**src/rtl/fetch_issue_unit.sv**
```systemverilog
// Fetch/issue front end: owns the PC, fetches one word at a time and holds it for decode under valid/ready.
// Optional FETCH_ISSUE_UNIT_PERF_EN adds a saturating issue_count of accepted instructions.
module fetch_issue_unit #(
    parameter int unsigned          WORD_W  = 32,
    parameter logic [WORD_W-1:0]    PC_INIT = '0
) (
    input  logic              CLK,
    input  logic              RST,
    output logic              imemREN,
    output logic [WORD_W-1:0] imemaddr,
    input  logic              ihit,
    input  logic [WORD_W-1:0] imemload,
    output logic [WORD_W-1:0] instr,
    output logic              instr_valid,
    input  logic              instr_ready,
    input  logic              halt,
    input  logic              redirect,
    input  logic [WORD_W-1:0] redirect_pc,
    output logic [WORD_W-1:0] pc_plus4,
`ifdef FETCH_ISSUE_UNIT_PERF_EN
    output logic [31:0]       issue_count,
`endif
    output logic              halted
);

    typedef enum logic [1:0] {
        FETCH  = 2'd0,
        HOLD   = 2'd1,
        HALTED = 2'd2
    } fetchState_e;

    fetchState_e       state_q;
    logic [WORD_W-1:0] pc_q;
    logic [WORD_W-1:0] instr_q;
    logic [WORD_W-1:0] pcPlus4_q;
    logic              instrValid_q;
    logic              halted_q;

    logic [WORD_W-1:0] pcInc_d;
    logic [WORD_W-1:0] redirectPc_d;
    logic              accept_d;

    // Addition wraps naturally at the top of the address space.
    assign pcInc_d      = pc_q + WORD_W'(4);
    assign redirectPc_d = {redirect_pc[WORD_W-1:2], 2'b00};
    assign accept_d     = instrValid_q & instr_ready;

    always_ff @(posedge CLK) begin
        if (RST) begin
            state_q      <= FETCH;
            pc_q         <= PC_INIT;
            instr_q      <= '0;
            pcPlus4_q    <= '0;
            instrValid_q <= 1'b0;
            halted_q     <= 1'b0;
        end else begin
            case (state_q)
                FETCH: begin
                    // A redirect beats a returning word: the word is dropped and the PC is not bumped.
                    if (redirect) begin
                        pc_q         <= redirectPc_d;
                        instrValid_q <= 1'b0;
                    end else if (ihit) begin
                        instr_q      <= imemload;
                        pcPlus4_q    <= pcInc_d;
                        pc_q         <= pcInc_d;
                        instrValid_q <= 1'b1;
                        state_q      <= HOLD;
                    end
                end
                HOLD: begin
                    // instr itself is kept on a squash; only the valid flag drops.
                    if (redirect) begin
                        pc_q         <= redirectPc_d;
                        instrValid_q <= 1'b0;
                        state_q      <= FETCH;
                    end else if (accept_d) begin
                        instrValid_q <= 1'b0;
                        if (halt) begin
                            halted_q <= 1'b1;
                            state_q  <= HALTED;
                        end else begin
                            state_q  <= FETCH;
                        end
                    end
                end
                HALTED: begin
                end
                default: begin
                    state_q      <= FETCH;
                    instrValid_q <= 1'b0;
                end
            endcase
        end
    end

`ifdef FETCH_ISSUE_UNIT_PERF_EN
    logic [31:0] issueCount_q;

    // Counts only real acceptances; a same-cycle redirect wins and is not counted.
    always_ff @(posedge CLK) begin
        if (RST) begin
            issueCount_q <= '0;
        end else if (state_q == HOLD && !redirect && accept_d && issueCount_q != 32'hFFFF_FFFF) begin
            issueCount_q <= issueCount_q + 32'd1;
        end
    end

    assign issue_count = issueCount_q;
`endif

    assign imemREN     = (state_q == FETCH) & ~RST;
    assign imemaddr    = pc_q;
    assign instr       = instr_q;
    assign instr_valid = instrValid_q;
    assign pc_plus4    = pcPlus4_q;
    assign halted      = halted_q;

endmodule

```
**config.mk**
```make
export PLATFORM = sky130hd
export DESIGN_NAME = fetch_issue_unit
export DESIGN_NICKNAME = d
export VERILOG_FILES = /design/src/rtl/fetch_issue_unit.sv
export SDC_FILE = /design/constraint.sdc
export NUM_CORES = 1
export LEC_CHECK = 0
export CAP_MARGIN = 20
export CORE_ASPECT_RATIO = 1.2
export CORE_UTILIZATION = 30
export DETAILED_ROUTE_END_ITERATION = 12
export PLACE_DENSITY = 0.55
export SLEW_MARGIN = 25
export SYNTH_ARGS = -nofsm -noshare
export SYNTH_HDL_FRONTEND = slang
export SYNTH_SLANG_ARGS = --single-unit
```
**constraint.sdc**
```tcl
create_clock -name CLK -period 5.9 [get_ports CLK]
set_input_delay 1.18 -clock CLK [delete_from_list [all_inputs] [get_ports CLK]]
set_output_delay 1.18 -clock CLK [all_outputs]
set_load 0.01 [all_outputs]
```
==> impl_metrics.py, run 1 <==
metrics = {
    "die": {
        "die_width_um": 114,
        "start_util": 0.312,
        "std_cell_rows": 48,
        "io-pin-count": 169,
        "design.die.area_um2": 15700,
        "core_area_um2": 14600,
        "die_h_um": 137,
    },
    "route": {
        "wirelength_um": 15100,
        "firstDrtPassIters": 4,
        "drt_iter0_markers": 272,
        "antenna_left": 0,
        "drc_errors": 0,
        "via_per_inst": 5.13,
        "vias": 4677,
        "routedWlPerCell_um": 16.6,
    },
    "clock_tree": {
        "cts_buffers": 9,
        "clk_pin_slew_ps": 70,
        "cts_setup_buffers": 0,
        "clockRootBuffer": "clkbuf_16",
        "cts_tree": "built",
        "clk-insertion-delay-late_ps": 350,
        "cts-hold-fix-buffers": 0,
        "cts.repair.resized": 0,
        "clockBufferDepth": 2,
        "htreeDepth": 3,
        "cts.sinks": 96,
    },
    "global_route": {
        "grt_pass1_wl_um": 23200,
        "grtUsageTotal": 0.192,
        "grt_pass1_vias": 4317,
        "antenna_found_initial": 0,
        "grt_start_max_net_pins": 63,
        "grt.overflow.total": 0,
    },
    "yosys": {
        "seq_area_frac_synth": 0.422,
        "synth_edf_count": 0,
        "ys_seq_elements": 96,
        "syn_inst": 568,
        "synthFlopType": "dfxtp_1",
        "avgSynthCellArea_um2": 8.02,
        "async_flop_share": 0,
        "yosysTopAreaCell": "dfxtp_1",
        "ys_types": 61,
        "synth.top_cell.area_share": 0.422,
        "synth_area_leaders": "dfxtp_1, nand2_1, a21oi_1, nor2_1, a211oi_1",
        "synth_warnings": 0,
        "netlist_area_um2": 4550,
    },
    "placed_design": {
        "place_area_um2": 6300,
        "io_buffers": 162,
        "hpwlAfterDp_um": 10600,
        "place_congestion": 0.822,
    },
    "hold_path": {
        "min_from": "halted",
        "worstHoldPathCells": 2,
        "hold_path.class": "reg -> reg",
        "hold_end": "halted",
    },
    "worst_setup_path": {
        "crit_fanout": 47,
        "reg2reg_from": "imemaddr[2]",
        "slowest_stage": "clkdlybuf4s50_1",
        "cpPeakStageDelay_ps": 610,
        "startpoint_type": "input pin",
        "rr_endpoint": "imemaddr[30]",
        "path_class": "in -> out",
        "ff2ff_setup_slack_ps": 3310,
        "cp.arrival_ps": 2290,
        "required_ps": 4720,
        "worst-path-buf-inv": 2,
        "critPathCaptureType": "output port",
        "critical_path.top_delay_family": "buffers and inverters",
        "ff2ff_path_depth": 6,
        "worstPathCellList": "buf_4, nor3_1, clkdlybuf4s50_1",
    },
    "sta": {
        "min_period_over_period": 0.588,
        "relSlewSlack": 0.401,
        "finalCriticalPeriod_ps": 3470,
        "final-hold-violation-count": 0,
        "rsz0062_at_grt": "no",
        "fin_setup_tns_ps": 0,
        "tightestPinTransition_ps": 895,
        "skew_ps": 6.37,
        "finalMaxSlewViolations": 0,
        "setup_viol": 0,
        "fmax_mhz": 288,
    },
    "cells_and_area": {
        "nNetsFinal": 777,
        "fin_area_um2": 6630,
        "antenna_cells": 0,
        "drive_gt1_frac": 0.0591,
        "areaGrowthSynthToFinish_pct": 45.5,
    },
    "power": {
        "ir_worst_vdd_mv": 0.112,
        "p_leak_nw": 2.25,
        "powerDensity_nw_per_um2": 253,
    },
    "outcome": {
        "status": "complete, no violations",
    },
    "run": {
        "drv_cap": 0,
    },
}
==> per-stage QoR <==
step | cells | hold WS, ps | worst slack [ps] | utilization | power (W)
after global routing | 911 | 465 | 2360 | 0.454 | 0.00174
after global placement | 895 | 442 | 2430 | 0.432 | 0.00104
after floorplan | 571 | 470 | 2610 | - | 0.000880
after CTS | 911 | 457 | 2410 | 0.454 | 0.00169
final | 911 | 452 | 2430 | 0.454 | 0.00167
after detailed placement | 895 | 447 | 2420 | 0.432 | 0.00105
==> power breakdown <==
group	total (W)	switching, W	internal [W]
clock	0.000643	0.000262	0.000381
combinational	0.000297	0.000139	0.000158
sequential	0.000733	0.0000446	0.000689
total	0.00167	0.000445	0.00123
==> routing by layer <==
layer,up-vias,track usage,part of all wire
met4,0,0.101,0.029
met1,2188,0.230,0.42
met2,177,0.312,0.47
met5,-,0,0
met3,23,0.0549,0.087
li1,2289,-,-
==> tightest hold or removal path, stage by stage (launching register included) <==
cell     delay, ps
dfxtp_1        320
inv_1           50
a21oi_1         40
==> layout make-up <==
class                      instances  area [µm²]
clock buffer                      10         239
sequential                        96        1920
tap                              200         250
fill                            1469        7970
inverter                          11        41.3
clock inverter                     6        82.6
multi-input combinational        418        2410
timing repair buffer             170        1680
==> synth_stat cells, types with 3 or more instances <==
cell type and n:
o31ai_1 4, a22o_1 6, xor2_1 13, dfxtp_1 96
a22oi_1 10, a211oi_1 27, inv_1 11, buf_2 7
a31oi_1 5, nand2b_1 5, xnor2_1 12, a21oi_1 47
o211ai_1 3, clkbuf_1 33, buf_4 4, o21ai_0 17
or2_2 3, nand4_1 7, nand3_1 19, and3_1 4
nor3_1 15, nor4_1 8, nand2_1 95, or3_1 7
nor2_1 57, a32oi_1 10
==> sequential cells by signal (all words and copies together) (netlist names) <==
| signal | count |
|---|---|
| pc_plus4 | 30 |
| halted | 1 |
| instr_valid | 1 |
| state_q | 2 |
| instr | 32 |
| imemaddr | 30 |
==> how the worst max path moves through the flow <==
stage / start / to / slack, ps / cells after the start
global placement: RST / imemREN / 2430 / 3
global route: RST / imemREN / 2360 / 3
CTS: RST / imemREN / 2410 / 3
detailed placement: redirect / imemaddr[14] / 2420 / 8
floorplan: RST / imemREN / 2610 / 4
finish: RST / imemREN / 2430 / 3
==> cells in the final DEF (no fill, tap or decap), types with 2 or more instances in the layout <==
cell	instances
dfxtp_1	96
xnor2_1	12
buf_4	9
or3_1	7
nor4_4	2
o31ai_1	4
a22o_1	6
nor4_1	8
o22ai_1	2
a32oi_1	10
nand4_1	7
a22oi_1	10
bufinv_16	2
conb_1	4
a211oi_1	27
or2_2	3
nor3_1	14
a32o_1	2
nor2b_1	2
a311oi_1	2
o21ai_0	16
nand3b_1	2
clkbuf_16	9
inv_1	11
a21oi_1	47
nand2b_1	5
clkinv_2	3
nor3_2	3
clkdlybuf4s50_1	161
nand2_1	95
xor2_1	13
nor2_1	57
and3_1	4
o211ai_1	3
a31oi_1	5
nand3_1	19
==> cells by family (layout without fill, tap and decap cells) <==
family | Yosys count | in the layout | synth area share
simple gates | 240 | 240 | 0.258
other cells | 1 | 4 | 0.000823
fa+ha+maj | 1 | 1 | 0.00275
xor+xnor | 25 | 25 | 0.0481
buf+inv | 57 | 197 | 0.0522
compound gates | 147 | 147 | 0.214
mux | 1 | 1 | 0.00220
flops | 96 | 96 | 0.422
No activity file was read; power rests on OpenSTA's default activity.
==> run 2: changes to the inputs <==
- clock period: 5.9 -> 3.25 ns (I/O delays scaled with it)
==> run 2 against run 1 <==
Worst hold slack better by 3.1 ps. Sequential power is 81% higher. Clock skew is 2.5 ps higher. Combinational power is 84% higher. Largest cell class unchanged.
==> impl_metrics.py, run 2 (synthesis results as in run 1) <==
metrics = {
    "placed_design": {
        "place_congestion": 0.862,
        "place_area_um2": 6360,
        "io_buffers": 162,
        "hpwlAfterDp_um": 10900,
    },
    "outcome": {
        "status": "complete, no violations",
    },
    "cells_and_area": {
        "final_cell_mix": "clkdlybuf4s50_1, dfxtp_1, nand2_1",
        "antenna_cells": 0,
        "drive_gt1_frac": 0.0669,
        "final_core_util": 0.455,
        "n_fill_cell": 1462,
        "areaGrowthSynthToFinish_pct": 45.9,
        "regArea_um2": 1920,
        "multi_input_area_um2": 2410,
        "nNetsFinal": 783,
        "largest_reg_flops": 32,
        "final_common_cell": "clkdlybuf4s50_1",
        "fin_area_um2": 6650,
    },
    "route": {
        "routedWlPerCell_um": 16.4,
        "drc_errors": 0,
        "firstDrtPassIters": 4,
        "vias": 4648,
        "via_per_inst": 5.07,
        "antenna_left": 0,
        "drt_iter0_markers": 214,
        "wirelength_um": 15000,
    },
    "die": {
        "die_width_um": 114,
        "die_h_um": 137,
        "start_util": 0.312,
        "design.die.area_um2": 15700,
        "io-pin-count": 169,
        "std_cell_rows": 48,
        "core_area_um2": 14600,
    },
    "clock_tree": {
        "cts.sinks": 96,
        "clockRootBuffer": "clkbuf_16",
        "cts-hold-fix-buffers": 0,
        "clockBufferDepth": 2,
        "cts_setup_buffers": 0,
        "cts_tree": "built",
        "clk_pin_slew_ps": 70,
        "cts.repair.resized": 0,
        "cts_buffers": 9,
        "clk-insertion-delay-late_ps": 350,
        "htreeDepth": 3,
    },
    "worst_setup_path": {
        "required_ps": 3480,
        "startpoint_type": "flip-flop",
        "cp.arrival_ps": 2700,
        "crit_fanout": 7,
        "critPathCaptureType": "flip-flop",
        "path_class": "reg -> reg",
        "rr_endpoint": "imemaddr[30]",
        "reg2reg_from": "imemaddr[2]",
        "ff2ff_path_depth": 6,
        "ff2ff_setup_slack_ps": 780,
    },
    "global_route": {
        "grt_util_met2": 0.316,
        "gr-max-usage-layer": "met2",
        "grt_start_max_net_pins": 62,
        "grtUsageTotal": 0.195,
        "grt_use_met1": 0.234,
        "grt_pass1_vias": 4451,
        "grt_pass1_wl_um": 23500,
        "use_met3": 0.0576,
        "grt.overflow.total": 0,
        "antenna_found_initial": 0,
    },
    "sta": {
        "fin_setup_tns_ps": 0,
        "final-hold-violation-count": 0,
        "tightestPinTransition_ps": 644,
        "finalMaxSlewViolations": 0,
        "relSlewSlack": 0.569,
        "min_period_over_period": 0.760,
        "fmax_mhz": 405,
        "finalCriticalPeriod_ps": 2470,
        "skew_ps": 8.87,
        "setup_viol": 0,
        "rsz0062_at_grt": "no",
    },
    "hold_path": {
        "min_from": "halted",
        "hold_path.class": "reg -> reg",
        "worstHoldPathCells": 2,
        "hold_end": "halted",
    },
    "run": {
        "drv_cap": 0,
    },
    "power": {
        "ir_worst_vdd_mv": 0.258,
        "powerDensity_nw_per_um2": 437,
        "p_leak_nw": 2.27,
    },
}
-- run 2: cell types whose count changed in the layout (fill, tap and decap cells not counted), sizes merged --
cell,delta
buf,+6
bufinv,-2
clkbuf,+1
clkinv,+1
-- run 2: power breakdown --
group | total [W] | switching (W) | leakage, nW | internal [W]
sequential | 0.00133 | 0.0000812 | 0.788 | 0.00125
combinational | 0.000546 | 0.000252 | 1.34 | 0.000294
clock | 0.00103 | 0.000469 | 0.141 | 0.000559
-- run 2: worst max path at each step --
stage / slack, ps / depth (start not counted) / start / end
final: 780 / 6 / imemaddr[2] / imemaddr[30]
after detailed placement: 660 / 6 / redirect / imemaddr[14]
after CTS: 760 / 6 / imemaddr[2] / imemaddr[30]
after global placement: 680 / 6 / redirect / imemaddr[14]
after floorplan: 1020 / 4 / RST / imemREN
after global routing: 580 / 6 / imemaddr[2] / imemaddr[30]
-- run 2: cell type report --
class                   count  share of cell area
multi-input cells         418               0.363
clock inverters             5             0.00471
inverters                  11             0.00621
clock buffers              11              0.0380
well taps                 200              0.0377
repair buffers            176               0.261
flip-flops and latches     96               0.289
-- run 2: routing by layer --
layer  part of all wire  vias up
met5                  0        -
met1               0.41     2167
li1                   -     2300
met2               0.47      156
met3              0.086       25
met4              0.027        0
-- run 2: critical path: stages (launching register included) --
cell	delay, ps
dfxtp_1	470
ha_1	320
nand3_1	230
nor2_1	560
nand3_4	190
and3_1	240
or3_1	330
-- run 2: per-stage QoR --
| step | setup WS (ps) | hold WS, ps | power [W] | cells |
|---|---|---|---|---|
| after floorplan | 1020 | 470 | 0.00160 | 571 |
| after global placement | 675 | 442 | 0.00190 | 901 |
| after detailed placement | 659 | 449 | 0.00191 | 901 |
| after CTS | 764 | 457 | 0.00294 | 917 |
| after global routing | 584 | 477 | 0.00304 | 917 |
| final | 781 | 455 | 0.00291 | 917 |
